[config.mk]
export PLATFORM = sky130hd
export DESIGN_NAME = soc_system_sysid_timeout
export DESIGN_NICKNAME = d
export VERILOG_FILES = /design/src/rtl/soc_system_sysid_timeout.sv
export SDC_FILE = /design/constraint.sdc
export NUM_CORES = 1
export LEC_CHECK = 0
export CAP_MARGIN = 20
export CORE_AREA = 2 2 39 41
export CTS_CLUSTER_DIAMETER = 80
export DETAILED_ROUTE_END_ITERATION = 8
export DIE_AREA = 0 0 41 43
export GPL_TIMING_DRIVEN = 0
export PLACE_DENSITY = 0.46
export SYNTH_ARGS = -nofsm -noshare
export SYNTH_HDL_FRONTEND = slang
export SYNTH_SLANG_ARGS = --single-unit
[constraint.sdc]
create_clock -name clock -period 1.4 [get_ports clock]
set_input_delay 0.14 -clock clock [delete_from_list [all_inputs] [get_ports clock]]
set_output_delay 0.14 -clock clock [all_outputs]
set_load 0.02 [all_outputs]
[src/rtl/soc_system_sysid_timeout.sv]
// Per-transaction watchdog for the system-ID checker.
// Only instantiated when SYSID_CHECKER_TIMEOUT_EN is defined.
module soc_system_sysid_timeout #(
    parameter int unsigned LIMIT = 255
) (
    input  logic clock,
    input  logic reset,
    input  logic load,
    input  logic count,
    output logic expire
);

    // At least 8 bits so the counter matches the documented minimum width.
    localparam int unsigned CNT_W = ($clog2(LIMIT + 1) > 8) ? $clog2(LIMIT + 1) : 8;
    localparam logic [CNT_W-1:0] LIMIT_M1 = CNT_W'(LIMIT - 1);

    logic [CNT_W-1:0] cnt_q;

    // Count cycles spent in a request/wait state; cleared when a new request begins.
    always_ff @(posedge clock) begin
        if (reset) begin
            cnt_q <= '0;
        end else if (load) begin
            cnt_q <= '0;
        end else if (count) begin
            cnt_q <= cnt_q + 1'b1;
        end
    end

    // Fires during the LIMIT-th counted cycle of the current transaction.
    assign expire = count && (cnt_q == LIMIT_M1);

endmodule

======== Yosys cells after proc, flatten, opt, wreduce, memory -nomap -nowiden ========
Cells that the tools add are included.
word-level totals
  bits in registers ....................... 8
  input port bits ......................... 4
  output and inout bits ................... 1
  word-level logic and storage cells ...... 5
cells by class
  add/subtract/negate cells ............... 1
  equality and inequality tests ........... 1
  reduce and logical (&&, ||, !) cells .... 2
operators with widths
  cell                                                            count
  8-bit by 1-bit adder with 8-bit output (second input constant)  1
  8-bit == test (second input constant)                           1
  2-bit OR reduction                                              1
  1-bit logical AND                                               1

======== Logic depth before layout (Yosys ltp) ========
Gate-level depths: netlist (run 1).
  depth after elaboration ................. 2
  mapped depth ............................ 4

======== Least setup slack after synthesis (run 1) ========
Ideal clock, no wire load.
  path kind ............................... flip-flop to flip-flop
  from .................................... reg cnt_q[0]
  to ...................................... reg cnt_q[6]
  arrival ................................. 1.060 ns
  required time ........................... 1.330 ns
  slack ................................... 0.270 ns
  stages on the path, launching flop included .. 5
  buffers on the path ..................... 0
  cell sequence ........................... dfxtp_1 > ha_1 > nand2_1 > or3_1 > a21oi_1
between the ends
  longest elaborated chain between the ends .. 1
RTL lines
  what                                    line  text
  start, declared                         17    logic [CNT_W-1:0] cnt_q;
  start signal, assigned                  26    cnt_q <= cnt_q + 1'b1;
  8-bit by 1-bit adder with 8-bit output  26
Every way passes these cells.
A chain may end at the register's enable or synchronous reset.

======== Worst setup path after layout (run 1) ========
  from .................................... reg cnt_q[0]
  to ...................................... out expire
between the ends
  longest elaborated chain between the ends .. 2
RTL lines
  what               line  text
  8-bit == test      31    assign expire = count && (cnt_q == LIMIT_M1);
  1-bit logical AND  31
  end, declared      10    output logic expire
Every way passes these cells.

==> impl_metrics.json, run 1 <==
{
  "status": "finished clean",
  "ys_ff_latch": 8,
  "netlist_area_um2": 378,
  "drcViolationCount": 0,
  "use_met3_pct": 3.14,
  "wl_um": 628,
  "area_growth_pct": 18.5,
  "syn-num-nets": 48,
  "fmaxAchievable_ghz": 0.774,
  "die_area_mm2": 0.00176,
  "antenna_cells": 0,
  "multi_input_area_um2": 203,
  "skew_ps": 3.50,
  "crit_path_start_kind": "flip-flop",
  "finalPower_w": 0.000432,
  "clockRootBuffer": "clkbuf_4",
  "met1_usage_pct": 14.3,
  "relSlewSlack_pct": 75.6,
  "vdd_drop_max_uv": 411,
  "antenna_left": 0,
  "worstPathMaxFanout": 6,
  "first_pass_iters": 2,
  "clock-sinks": 8,
  "via_count": 294,
  "worstPathCellList": "inv_1, ha_1, nand4_1, nor2_1, buf_2",
  "ioPinCount": 5,
  "die_h_um": 43,
  "portBuffers": 3,
  "cts_resized": 6,
  "power_leakage_nw": 0.154,
  "power_frac_seq_pct": 54.6,
  "post_synth.cell_area_avg_um2": 9.00,
  "maxCapViolations": 0,
  "holdBufCountCts": 0,
  "syn_inst": 42,
  "setup.worst_path.class": "reg2out",
  "min_path_type": "in2reg",
  "end_kind": "output port",
  "fin_crit_sh_pct": 92.3,
  "setup_viol": 0,
  "yosys_warnings": 0,
  "cts_buffers": 3,
  "clock_power_share_pct": 39.8,
  "top_register": "cnt_q",
  "finalMaxSlewViolations": 0,
  "final-seq-area_um2": 163,
  "drive_above_1_share_pct": 18.8,
  "layout.cells.non_filler": 64,
  "critical_path.slowest_cell": "dfxtp_2",
  "yosysSeqAreaShare_pct": 42.4,
  "routed_via_density": 4.59,
  "place_area_um2": 428,
  "final_util_pct": 32.4,
  "antenna_found_initial": 0,
  "wire_per_inst_um": 9.81,
  "initial_core_util_pct": 27.3,
  "reg_top3": "cnt_q x8",
  "grt_max_degree": 9,
  "grt_first_pass_wirelength_um": 1170,
  "dr.first_iter.drc_count": 1,
  "p_int_w": 0.000342,
  "ctsHtreeMaxLevel": 1,
  "fin_crit_ps": 1290,
  "use_met2_pct": 11.6,
  "worstPathArrival_ps": 1150,
  "rows": 14,
  "hold_viol": 0,
  "track_usage_pct": 10.3,
  "combinationalPowerShare_pct": 5.6,
  "clock_latency_ps": 250,
  "cp.required_ps": 1260,
  "cts_buffer_depth": 2,
  "cts_tree": "done",
  "gr-total-overflow": 0,
  "clk_pin_slew_worst_paths_ps": 50,
  "worstMarginPinSlew_ps": 366,
  "dp_cells": 61,
  "finalSetupTns_ps": 0,
  "powerDensity_mw_per_mm2": 965,
  "fillCellCount": 148,
  "gp_congestion": 0.630,
  "dp_hpwl_um": 467,
  "worst-path-buf-inv": 2,
  "switchingPower_w": 0.0000901,
  "first_global_vias": 292,
  "max_stage_delay_ps": 380,
  "critPathTopFamily": "flip-flops",
  "largest_reg_flops": 8,
  "dieWidth_um": 41,
  "netSwitchingFraction_pct": 20.8,
  "top_usage_layer": "met1",
  "final_nets": 56,
  "synth_cell_types": 16,
  "final_cell_area_um2": 448,
  "core_mm2": 0.00138,
  "cts_setup_buffers": 0,
  "grt_setup_unrepaired": "no"
}
==> metal layers <==
layer | wire, um | vias to the layer above
met1 | 319 | 127
met2 | 266 | 5
met4 | 11 | 0
met5 | 0 | -
met3 | 31 | 2
li1 | - | 160
==> through the flow <==
stage / setup WS, ps / hold slack (ps)
2_1_floorplan: 270 / 385
3_3_place_gp: -119 / 407
3_5_place_dp: -142 / 406
4_1_cts: 82.4 / 130
5_1_grt: 13.7 / 143
6_report: 108 / 140
==> cells in the mapped netlist <==
master    instances  area share [%]
a21oi_1           3             4.0
nor2_1            6             6.0
nand2_1           3             3.0
or3_1             3             5.0
nand4_4           1             5.6
clkbuf_1          1            0.99
nand4_1           4             6.6
a211oi_1          1             2.0
inv_1             1            0.99
o21ai_0           3             4.0
buf_4             1             2.0
dfxtp_1           8              42
ha_1              2             6.6
xor2_1            3             7.0
xnor2_1           1             2.3
or2_2             1             1.7
==> worst paths after layout <==
path                            startpoint       end  slack, ps  cells after the start
worst max-delay path              cnt_q[0]    expire        110                      5
worst min-delay path                 count  cnt_q[1]        140                      2
worst max register to register    cnt_q[0]  cnt_q[6]        220                      4
worst min register to register    cnt_q[7]  cnt_q[7]        490                      2
==> final cells by class <==
| class | instances | area share, % |
|---|---|---|
| Tap cell | 16 | 4.47 |
| Buffer | 2 | 2.51 |
| Multi-Input combinational cell | 31 | 45.3 |
| Clock buffer | 3 | 5.03 |
| Timing Repair Buffer | 3 | 5.59 |
| Sequential cell | 8 | 36.3 |
| Inverter | 1 | 0.838 |
==> power groups by stage <==
stage / logic [W] / registers [W] / clock network [W]
5_1_grt: 0.0000277 / 0.000236 / 0.000193
3_5_place_dp: 0.0000243 / 0.000240 / 0
4_1_cts: 0.0000246 / 0.000236 / 0.000182
3_3_place_gp: 0.0000245 / 0.000240 / 0
2_1_floorplan: 0.0000161 / 0.000239 / 0
6_report: 0.0000242 / 0.000236 / 0.000172
==> worst register-to-register path, cell delays in order, from the launching register on <==
cell and delay (ps):
dfxtp_2 380, ha_1 210, nand2_1 70, or3_1 300
a21oi_1 150
==> cells in the final DEF, fill, tap and decap left out <==
| cell | Yosys | final |
|---|---|---|
| dfxtp_2 | 0 | 2 |
| dfxtp_1 | 8 | 6 |
| xor2_1 | 3 | 3 |
| nor2_1 | 6 | 6 |
| or2_2 | 1 | 1 |
| o21ai_0 | 3 | 3 |
| or3_1 | 3 | 3 |
| xnor2_1 | 1 | 1 |
| nand2_1 | 3 | 3 |
| nand4_1 | 4 | 4 |
| buf_2 | 0 | 1 |
| buf_4 | 1 | 1 |
| clkbuf_1 | 1 | 1 |
| inv_1 | 1 | 1 |
| nand4_4 | 1 | 1 |
| ha_1 | 2 | 2 |
| clkbuf_4 | 0 | 3 |
| a211oi_1 | 1 | 1 |
| clkdlybuf4s50_1 | 0 | 2 |
| a21oi_1 | 3 | 3 |
==> cell families (layout without fill, tap and decap cells) <==
logic type / after synthesis / in the layout / share of synthesized area, %
AND/OR/NAND/NOR: 18 / 18 / 27.8
buffers and inverters: 3 / 9 / 3.97
flip-flops: 8 / 8 / 42.4
adder cells (fa/ha/maj): 2 / 2 / 6.62
AO/OA/AOI/OAI: 7 / 7 / 9.93
XOR/XNOR: 4 / 4 / 9.27
No activity file was read; power rests on OpenSTA's default activity.
==> run 2, diff against run 1 <==
--- a/config.mk
+++ b/config.mk
@@ -5,13 +5,14 @@
 export SDC_FILE = /design/constraint.sdc
 export NUM_CORES = 1
 export LEC_CHECK = 0
+export ABC_AREA = 1
 export CAP_MARGIN = 20
 export CORE_AREA = 2 2 39 41
 export CTS_CLUSTER_DIAMETER = 80
 export DETAILED_ROUTE_END_ITERATION = 8
 export DIE_AREA = 0 0 41 43
 export GPL_TIMING_DRIVEN = 0
-export PLACE_DENSITY = 0.46
+export PLACE_DENSITY = 0.47
 export SYNTH_ARGS = -nofsm -noshare
 export SYNTH_HDL_FRONTEND = slang
 export SYNTH_SLANG_ARGS = --single-unit
==> constraint.sdc (replaced) <==
create_clock -name clock -period 1.4 [get_ports clock]
set_input_delay 0.14 -clock clock [delete_from_list [all_inputs] [get_ports clock]]
set_output_delay 0.14 -clock clock [all_outputs]
set_load 0.1 [all_outputs]
==> run 2 against run 1 <==
Core utilization up 5.6 points. Clock power increased by 3%. Sequential cell count unchanged. Area after synthesis increased by 3.0%. Total power grew 1.1%. Count of clock-buffer cells in the layout unchanged. Clock skew increased by 7.0 ps. Sequential power about the same. Synthesized cell count grew 29%. Worst hold slack improved by 180 ps. Global-route usage increased by 1.3 points. Fmax is 4.1% lower. Highest routed layer unchanged.
==> impl_metrics.json, run 2 <==
{
  "mostFrequentLayoutCell": "nand2_1",
  "rr_worst_depth": 6,
  "hp-start": "count",
  "via_count": 342,
  "finalPower_w": 0.000437,
  "vdd_drop_max_uv": 417,
  "ioPinCount": 5,
  "fillCellCount": 146,
  "fin_crit_sh_pct": 96.2,
  "power_leakage_nw": 0.210,
  "antenna_found_initial": 0,
  "synth_flop_cell": "dfxtp_1",
  "antenna_left": 0,
  "final_cell_area_um2": 526,
  "skew_ps": 10.5,
  "wire_per_inst_um": 9.26,
  "drcViolationCount": 0,
  "setup.worst_path.class": "reg2out",
  "gr-total-overflow": 0,
  "holdBufCountCts": 0,
  "hold_viol": 0,
  "routed_via_density": 4.44,
  "yosys_warnings": 0,
  "status": "finished clean",
  "grt_first_pass_wirelength_um": 1260,
  "cts_buffer_depth": 2,
  "cts_tree": "done",
  "worstPathArrival_ps": 1210,
  "relSlewSlack_pct": 70.0,
  "synth.most_common_cell": "nand2_1",
  "end_kind": "output port",
  "drive_above_1_share_pct": 26.2,
  "synth-edff-count": 0,
  "rr_endpoint": "cnt_q[6]",
  "yosys-top-cells-count": "nand2_1 (10), inv_1 (9), dfxtp_1 (8), nor2_1 (6)",
  "first_pass_iters": 4,
  "maxCapViolations": 0,
  "rows": 14,
  "finalMaxSlewViolations": 0,
  "fmaxAchievable_ghz": 0.742,
  "area_growth_pct": 35.0,
  "r2r_setup_slack_ps": 310,
  "dieWidth_um": 41,
  "clock_latency_ps": 260,
  "synth_cell_types": 14,
  "clk_pin_slew_worst_paths_ps": 60,
  "min_path_type": "in2reg",
  "core_mm2": 0.00138,
  "critical_path.startpoint": "cnt_q[5]",
  "layout_common_cells": "nand2_1 (9), inv_1 (7), nor2_1 (6)",
  "ctsHtreeMaxLevel": 1,
  "syn-num-nets": 60,
  "whs_path_depth": 2,
  "cts_setup_buffers": 0,
  "grt_max_degree": 9,
  "post_synth.cell_area_avg_um2": 7.21,
  "ys_ff_latch": 8,
  "setup_viol": 0,
  "place_area_um2": 484,
  "synth_top_area_share_pct": 41.2,
  "clock-sinks": 8,
  "die_h_um": 43,
  "r2r_start": "cnt_q[1]",
  "die_area_mm2": 0.00176,
  "gp_congestion": 0.709,
  "yosysTopAreaCell": "dfxtp_1",
  "clockRootBuffer": "clkbuf_4",
  "yosysSeqAreaShare_pct": 41.2,
  "reg_top3": "cnt_q x8",
  "largest_reg_flops": 8,
  "first_global_vias": 307,
  "top_register": "cnt_q",
  "synthTopCellsByArea": "dfxtp_1 (41%), nand2_1 (9.6%), inv_1 (8.7%)",
  "initial_core_util_pct": 28.1,
  "worstMarginPinSlew_ps": 448,
  "netlist_area_um2": 389,
  "min_to": "cnt_q[1]",
  "final_nets": 69,
  "worstPathMaxFanout": 4,
  "async_reset_ff_share_pct": 0,
  "cts_buffers": 3,
  "dr.first_iter.drc_count": 8,
  "crit_path_start_kind": "flip-flop",
  "fin_crit_ps": 1350,
  "syn_inst": 54,
  "cp.required_ps": 1260,
  "track_usage_pct": 11.6,
  "antenna_cells": 0,
  "wl_um": 713,
  "grt_setup_unrepaired": "yes",
  "dp_hpwl_um": 520,
  "powerDensity_mw_per_mm2": 832,
  "portBuffers": 4
}
-- run 2: critical path, stage by stage (launching register included) --
cell and delay (ps):
dfxtp_1 380, nand2_1 150, nor3_4 220, buf_12 200
-- run 2: final cells by class --
cell class	count	area, um^2	share of cell area [%]
repair buffers	4	48.8	9.29
clock buffers	3	22.5	4.29
well taps	16	20.0	3.81
inverters	9	36.3	6.90
multi-input cells	37	234	44.5
flip-flops and latches	8	164	31.2
-- run 2: power breakdown --
group	internal [W]	switching, W
combinational	0.0000125	0.0000117
clock	0.0000982	0.0000800
sequential	0.000231	0.00000352
-- run 2: worst max-delay path by stage --
stage / slack (ps) / depth (start not counted) / to
3_3_place_gp: -850 / 4 / expire
6_report: 50 / 3 / expire
4_1_cts: 20 / 5 / expire
3_5_place_dp: -860 / 4 / expire
2_1_floorplan: -110 / 4 / expire
5_1_grt: -20 / 5 / expire
-- run 2: metrics by stage --
stage	setup TNS, ps	hold slack (ps)	worst slack (ps)	cells	utilization, %
floorplan	-111	222	-111	54	-
CTS	0	307	20.7	77	37.3
global route	-17.4	370	-17.4	77	38.0
finish	0	321	52.8	77	38.0
detailed placement	-857	448	-857	74	35.0
global placement	-847	443	-847	74	35.0
-- run 2: kinds of logic (layout without fill, tap and decap cells) --
kind of cell | Yosys count | count (layout) | share of synthesized area (%)
and+or+nand+nor | 24 | 24 | 29.3
AOI/OAI and AO/OA | 11 | 11 | 14.5
adders and majority gates | 2 | 2 | 6.43
DFF | 8 | 8 | 41.2
buffers and inverters | 9 | 16 | 8.68
-- run 2: what timing repair did --
| item | in CTS | in global routing |
|---|---|---|
| setup endpoints to repair | 1 | 1 |
| endpoints found under the hold margin | 0 | 0 |
| pin swaps | 1 | 0 |
| cloned | 0 | 0 |
| gates resized for setup | 10 | 2 |
-- run 2: per-layer routing --
layer / vias to the layer above / wire length (um) / GRT usage [%] / part of all wire (%)
met4: 0 / 34 / 14.0 / 4.8
met1: 141 / 373 / 15.9 / 52
met5: - / 0 / 0 / 0
li1: 191 / - / - / -
met2: 6 / 279 / 12.2 / 39
met3: 4 / 27 / 3.14 / 3.8
==> run 3, diff against run 2 <==
--- a/config.mk
+++ b/config.mk
@@ -13,6 +13,7 @@
 export DIE_AREA = 0 0 41 43
 export GPL_TIMING_DRIVEN = 0
 export PLACE_DENSITY = 0.47
+export SLEW_MARGIN = 20
 export SYNTH_ARGS = -nofsm -noshare
 export SYNTH_HDL_FRONTEND = slang
 export SYNTH_SLANG_ARGS = --single-unit
==> results of run 3 <==
No change in the layout: final DEF, timing and power equal those of run 2.
